## config.mk

```make
export PLATFORM = sky130hd
export DESIGN_NAME = rf_access_ctrl
export DESIGN_NICKNAME = d
export VERILOG_FILES = /design/src/rtl/rf_ctrl_pkg.sv /design/src/rtl/rf_access_ctrl.sv
export SDC_FILE = /design/constraint.sdc
export NUM_CORES = 1
export LEC_CHECK = 0
export CORE_MARGIN = 1
export CORE_UTILIZATION = 43
export DETAILED_ROUTE_END_ITERATION = 10
export GPL_ROUTABILITY_DRIVEN = 0
export PLACE_DENSITY = 0.88
export RECOVER_POWER = 50
export SETUP_SLACK_MARGIN = 0.15
export SYNTH_ARGS = -nofsm -noshare
export SYNTH_HDL_FRONTEND = slang
export SYNTH_SLANG_ARGS = --single-unit
```

## constraint.sdc

```tcl
create_clock -name CLK -period 3.11 [get_ports CLK]
set_input_delay 0.622 -clock CLK [delete_from_list [all_inputs] [get_ports CLK]]
set_output_delay 0.622 -clock CLK [all_outputs]
set_load 0.01 [all_outputs]
```

## src/rtl/rf_ctrl_pkg.sv

```systemverilog
// Shared widths and FSM state encoding for the register-file access controller.
package rf_ctrl_pkg;

  localparam int DW = 8;
  localparam int AW = 4;

  typedef enum logic [2:0] {
    IDLE       = 3'd0,
    RD_ISSUE   = 3'd1,
    RD_CAPT    = 3'd2,
    WR_LOAD    = 3'd3,
    WR_STORE   = 3'd4,
    WR_RESTORE = 3'd5,
    ACK        = 3'd6
  } state_t;

endpackage

```

## src/rtl/rf_access_ctrl.sv

```systemverilog
// Arbitrates register-file access between the core and a debug port; a debug write
// borrows ACC as the write path and restores the core's ACC value afterwards.
module rf_access_ctrl #(
  parameter int DW = rf_ctrl_pkg::DW,
  parameter int AW = rf_ctrl_pkg::AW
) (
  input  logic          CLK,
  input  logic          RST_n,
  // core side
  input  logic [AW-1:0] CoreReadAddr,
  input  logic          CoreReadRegEn,
  input  logic [AW-1:0] CoreRegWriteAddr,
  input  logic          CoreWriteRegEn,
  input  logic          CoreWriteACCEn,
  input  logic [DW-1:0] CoreACCWrite,
  output logic          CoreStall,
  // debug side
  input  logic          DbgReq,
  input  logic          DbgWe,
  input  logic [AW-1:0] DbgAddr,
  input  logic [DW-1:0] DbgWData,
  output logic          DbgAck,
  output logic [DW-1:0] DbgRData,
  // register-file side
  output logic [AW-1:0] RfReadAddr,
  output logic [AW-1:0] RfRegWriteAddr,
  output logic          RfReadRegEn,
  output logic          RfWriteRegEn,
  output logic          RfWriteACCEn,
  output logic [DW-1:0] RfACCWrite,
  input  logic [DW-1:0] RfACCRead,
  input  logic [DW-1:0] RfReadDataOut,
  // FSM state observation
  output logic [2:0]    o_dbg_state
);

  import rf_ctrl_pkg::*;

  // Handshake: DbgReq is a level held by the requester until DbgAck; DbgAck is a
  // one-cycle pulse in ACK; CoreStall tells the core to hold its request unchanged.

  state_t        r_state;
  state_t        w_next_state;
  logic          r_core_turn;
  logic          r_we;
  logic [AW-1:0] r_addr;
  logic [DW-1:0] r_wdata;
  logic [DW-1:0] r_save_acc;
  logic [DW-1:0] r_rdata;
  logic          w_accept;

  // Gated by RST_n so a pending DbgReq cannot stall the core while in reset.
  assign w_accept    = RST_n && (r_state == IDLE) && DbgReq && !r_core_turn;
  assign CoreStall   = RST_n && ((r_state != IDLE) || w_accept);
  assign DbgRData    = r_rdata;
  assign o_dbg_state = r_state;

  always_ff @(posedge CLK or negedge RST_n) begin
    if (!RST_n) begin
      r_state     <= IDLE;
      r_core_turn <= 1'b0;
      r_we        <= 1'b0;
      r_addr      <= '0;
      r_wdata     <= '0;
      r_save_acc  <= '0;
      r_rdata     <= '0;
    end else begin
      r_state <= w_next_state;
      if (w_accept) begin
        r_we       <= DbgWe;
        r_addr     <= DbgAddr;
        r_wdata    <= DbgWData;
        r_save_acc <= RfACCRead;
      end
      if (r_state == RD_CAPT) begin
        r_rdata <= RfReadDataOut;
      end
      if (r_state == ACK) begin
        r_core_turn <= 1'b1;
      end else if (r_state == IDLE) begin
        r_core_turn <= 1'b0;
      end
    end
  end

  always_comb begin
    w_next_state   = r_state;
    RfReadAddr     = r_addr;
    RfRegWriteAddr = r_addr;
    RfReadRegEn    = 1'b0;
    RfWriteRegEn   = 1'b0;
    RfWriteACCEn   = 1'b0;
    RfACCWrite     = r_wdata;
    DbgAck         = 1'b0;
    case (r_state)
      IDLE: begin
        if (w_accept) begin
          w_next_state = DbgWe ? WR_LOAD : RD_ISSUE;
        end else begin
          RfReadAddr     = CoreReadAddr;
          RfRegWriteAddr = CoreRegWriteAddr;
          RfReadRegEn    = CoreReadRegEn;
          RfWriteRegEn   = CoreWriteRegEn;
          RfWriteACCEn   = CoreWriteACCEn;
          RfACCWrite     = CoreACCWrite;
        end
      end
      RD_ISSUE: begin
        RfReadRegEn  = 1'b1;
        w_next_state = RD_CAPT;
      end
      RD_CAPT: begin
        w_next_state = ACK;
      end
      WR_LOAD: begin
        RfWriteACCEn = 1'b1;
        w_next_state = WR_STORE;
      end
      WR_STORE: begin
        RfWriteRegEn = 1'b1;
        w_next_state = WR_RESTORE;
      end
      WR_RESTORE: begin
        // Put back the ACC value the core owned at accept time.
        RfWriteACCEn = 1'b1;
        RfACCWrite   = r_save_acc;
        w_next_state = ACK;
      end
      ACK: begin
        DbgAck       = 1'b1;
        w_next_state = IDLE;
      end
      default: begin
        w_next_state = IDLE;
      end
    endcase
  end

endmodule

```

==> reports/metrics.yaml, run 1 <==
clock_network:
  cts_hold_buf: 0
  clockRootBuffer: "clkbuf_8"
  clock_latency_ns: 0.28
  h-tree-depth: 2
  numCtsBuffers: 5
  cts_sinks: 32
  clk_pin_slew_ns: 0.06
  cts.path.max_buffers: 2
  tritoncts: "yes"
drt:
  first_pass_iters: 4
  drtAntennaViolNets: 0
  vias_per_cell: 5.15
  remaining_drc_errors: 0
  wire_per_inst_um: 16.3
  via_count: 1293
  routed_wl_um: 4090
  dr.first_iter.drc_count: 46
sta:
  skew_ns: 0.00612
  maxSlewViolCount: 0
  timing.fmax_ghz: 0.353
  slew_headroom: 0.284
  fin_crit_ns: 2.83
  worstMarginPinSlew_ns: 1.07
  rsz0062_at_grt: "false"
  finalSetupViolCount: 0
  layout_worst_path_cycle_share: 0.910
  finalHoldViolations: 0
  fin_tns_setup_ns: 0
layout:
  diodes: 0
  final_cells: 251
  drive_gt1_frac: 0.273
  syn_to_final_growth_pct: 59.4
  utilization: 0.745
  design_area_sq_um: 2580
  fin_nets: 256
  final.fill_count: 248
synth:
  async_flop_share: 1.00
  netlist_area_sq_um: 1620
  syn_nets: 167
  synthMostInstantiatedCell: "mux2_2"
  synth_area_per_cell_sq_um: 14.0
  yosys-top-cells-count: "mux2_2, dfrtp_1, and2_1"
  ys_seq_area_frac: 0.494
  ys_top_cells_by_area: "dfrtp_1, mux2_2, a221o_1, buf_6, and2_1"
  synth_ff_type: "dfrtp_1"
  ys_warn_count: 0
  synth_cells: 116
  synth_edf_count: 0
  yosys.area.top_type: "dfrtp_1"
  synth_top_area_share: 0.494
  synth-seq-cells: 32
  synth.distinct_cells: 23
floorplan:
  die_w_um: 63.4
  placementRows: 21
  core_sq_um: 3470
  die_y_um: 63.4
  die_area_sq_um: 4020
  initial_core_util: 0.467
  io_pins: 83
status:
  status: "finished clean"
job:
  cap_viol_max_count: 0
worst_setup_path:
  critPathKind: "register to primary output"
  worstPathRequired_ns: 2.49
  end_kind: "primary output"
  arrival_ns: 2.21
  startpoint_type: "register"
  crit_fanout: 13
global_route:
  antenna_found_initial: 0
  grt_overflow_total: 0
  grtUsageTotal: 0.210
  grt_start_max_net_pins: 35
  grt_pass1_wl_um: 6430
  first_global_vias: 1341
place:
  hpwlAfterDp_um: 2930
  place_area_sq_um: 2430
  port-buffer-count: 82
  post-place-cells: 238
power_and_ir_drop:
  p_leak_nw: 1.16
  p_per_area_nw_per_um2: 969
  power_w: 0.00250
  ir_drop_mv: 0.477
min_path:
  hold_path.class: "register to register"
worst max-delay path, cell delays in order, from the launching register on:
cell and delay [ns]:
dfrtp_1 0.60, and3b_2 0.34, a21oi_4 0.26, a221o_1 0.20, clkdlybuf4s50_1 0.53
path summary, 6_finish.rpt:
check / startpoint / end / slack (ns) / cells after the start
max: o_dbg_state[1] / RfACCWrite[7] / 0.28 / 4
min reg2reg: DbgRData[0] / DbgRData[0] / 0.48 / 1
max in group asynchronous: RST_n / r_addr[2] / 2.17 / 2
max reg2reg: o_dbg_state[1] / DbgRData[2] / 1.05 / 2
min: DbgRData[0] / DbgRData[0] / 0.48 / 1
min in group asynchronous: RST_n / r_core_turn / 0.64 / 2
area by class of cell:
type | instances | area [sq um] | share of cell area
Clock buffer | 7 | 96.3 | 0.0373
Multi-Input combinational cell | 78 | 748 | 0.290
Sequential cell | 32 | 801 | 0.310
Tap cell | 46 | 57.6 | 0.0223
Timing Repair Buffer | 88 | 880 | 0.341
registers in the layout, summed over array words and instances (netlist names):
name         count
r_addr           4
r_save_acc       8
r_wdata          8
DbgRData         8
r_core_turn      1
o_dbg_state      3
metal layers:
layer	track usage	up-vias	wire, um	part of all wire
li1	-	607	-	-
met4	0.0852	0	62	0.015
met5	0	-	0	0
met3	0.0471	8	243	0.059
met1	0.234	621	1670	0.41
met2	0.382	57	2110	0.52
cell families after synthesis:
logic type                synth area share
AOI/OAI and AO/OA                   0.0873
muxes                                0.253
buffers and inverters               0.0448
DFF                                  0.494
and+or+nand+nor                      0.116
xor gates and xnor gates           0.00541
cells in the final DEF (no fill, tap or decap), types with 2 or more instances in the layout:
| master | count |
|---|---|
| and2_4 | 2 |
| dfrtp_1 | 32 |
| mux2_2 | 34 |
| o21ai_0 | 2 |
| buf_4 | 6 |
| dlymetal6s2s_1 | 6 |
| dlygate4sd3_1 | 4 |
| a21oi_1 | 2 |
| nor3_1 | 3 |
| clkdlybuf4s50_1 | 70 |
| nand2_2 | 2 |
| and3b_1 | 2 |
| and2_1 | 10 |
| a221o_1 | 8 |
| clkbuf_8 | 7 |
| a211oi_1 | 2 |
where the power goes:
part	internal, W	switching, W	leakage, nW
combinational	0.000874	0.000509	0.720
sequential	0.000623	0.000163	0.389
clock	0.000197	0.000138	0.0503
timing repair:
action                                  CTS  global route
gates cloned                              1             0
pin swaps                                 0             2
endpoints found under the setup margin   12            14
gates resized for setup                   3             8
setup buffers                             0             5
per-stage QoR:
step | setup WS [ns] | hold WS [ns]
floorplan | 1.02 | 0.326
global placement | 0.170 | 0.471
detailed placement | 0.119 | 0.476
CTS | 0.133 | 0.487
global route | 0.187 | 0.514
finish | 0.281 | 0.481
Power figures use the tool's default switching activity.
==> run 2: changes to the inputs <==
Settings changed: CTS_CLUSTER_SIZE set to 25, GPL_ROUTABILITY_DRIVEN 0 to not set.
==> results of run 2 <==
Final layout, timing and power as in run 1 (identical DEF).
==> run 3: changes to the inputs <==
Settings changed: CORE_MARGIN 1 to not set.
==> results of run 3 <==
Final layout, timing and power as in run 1 (identical DEF).
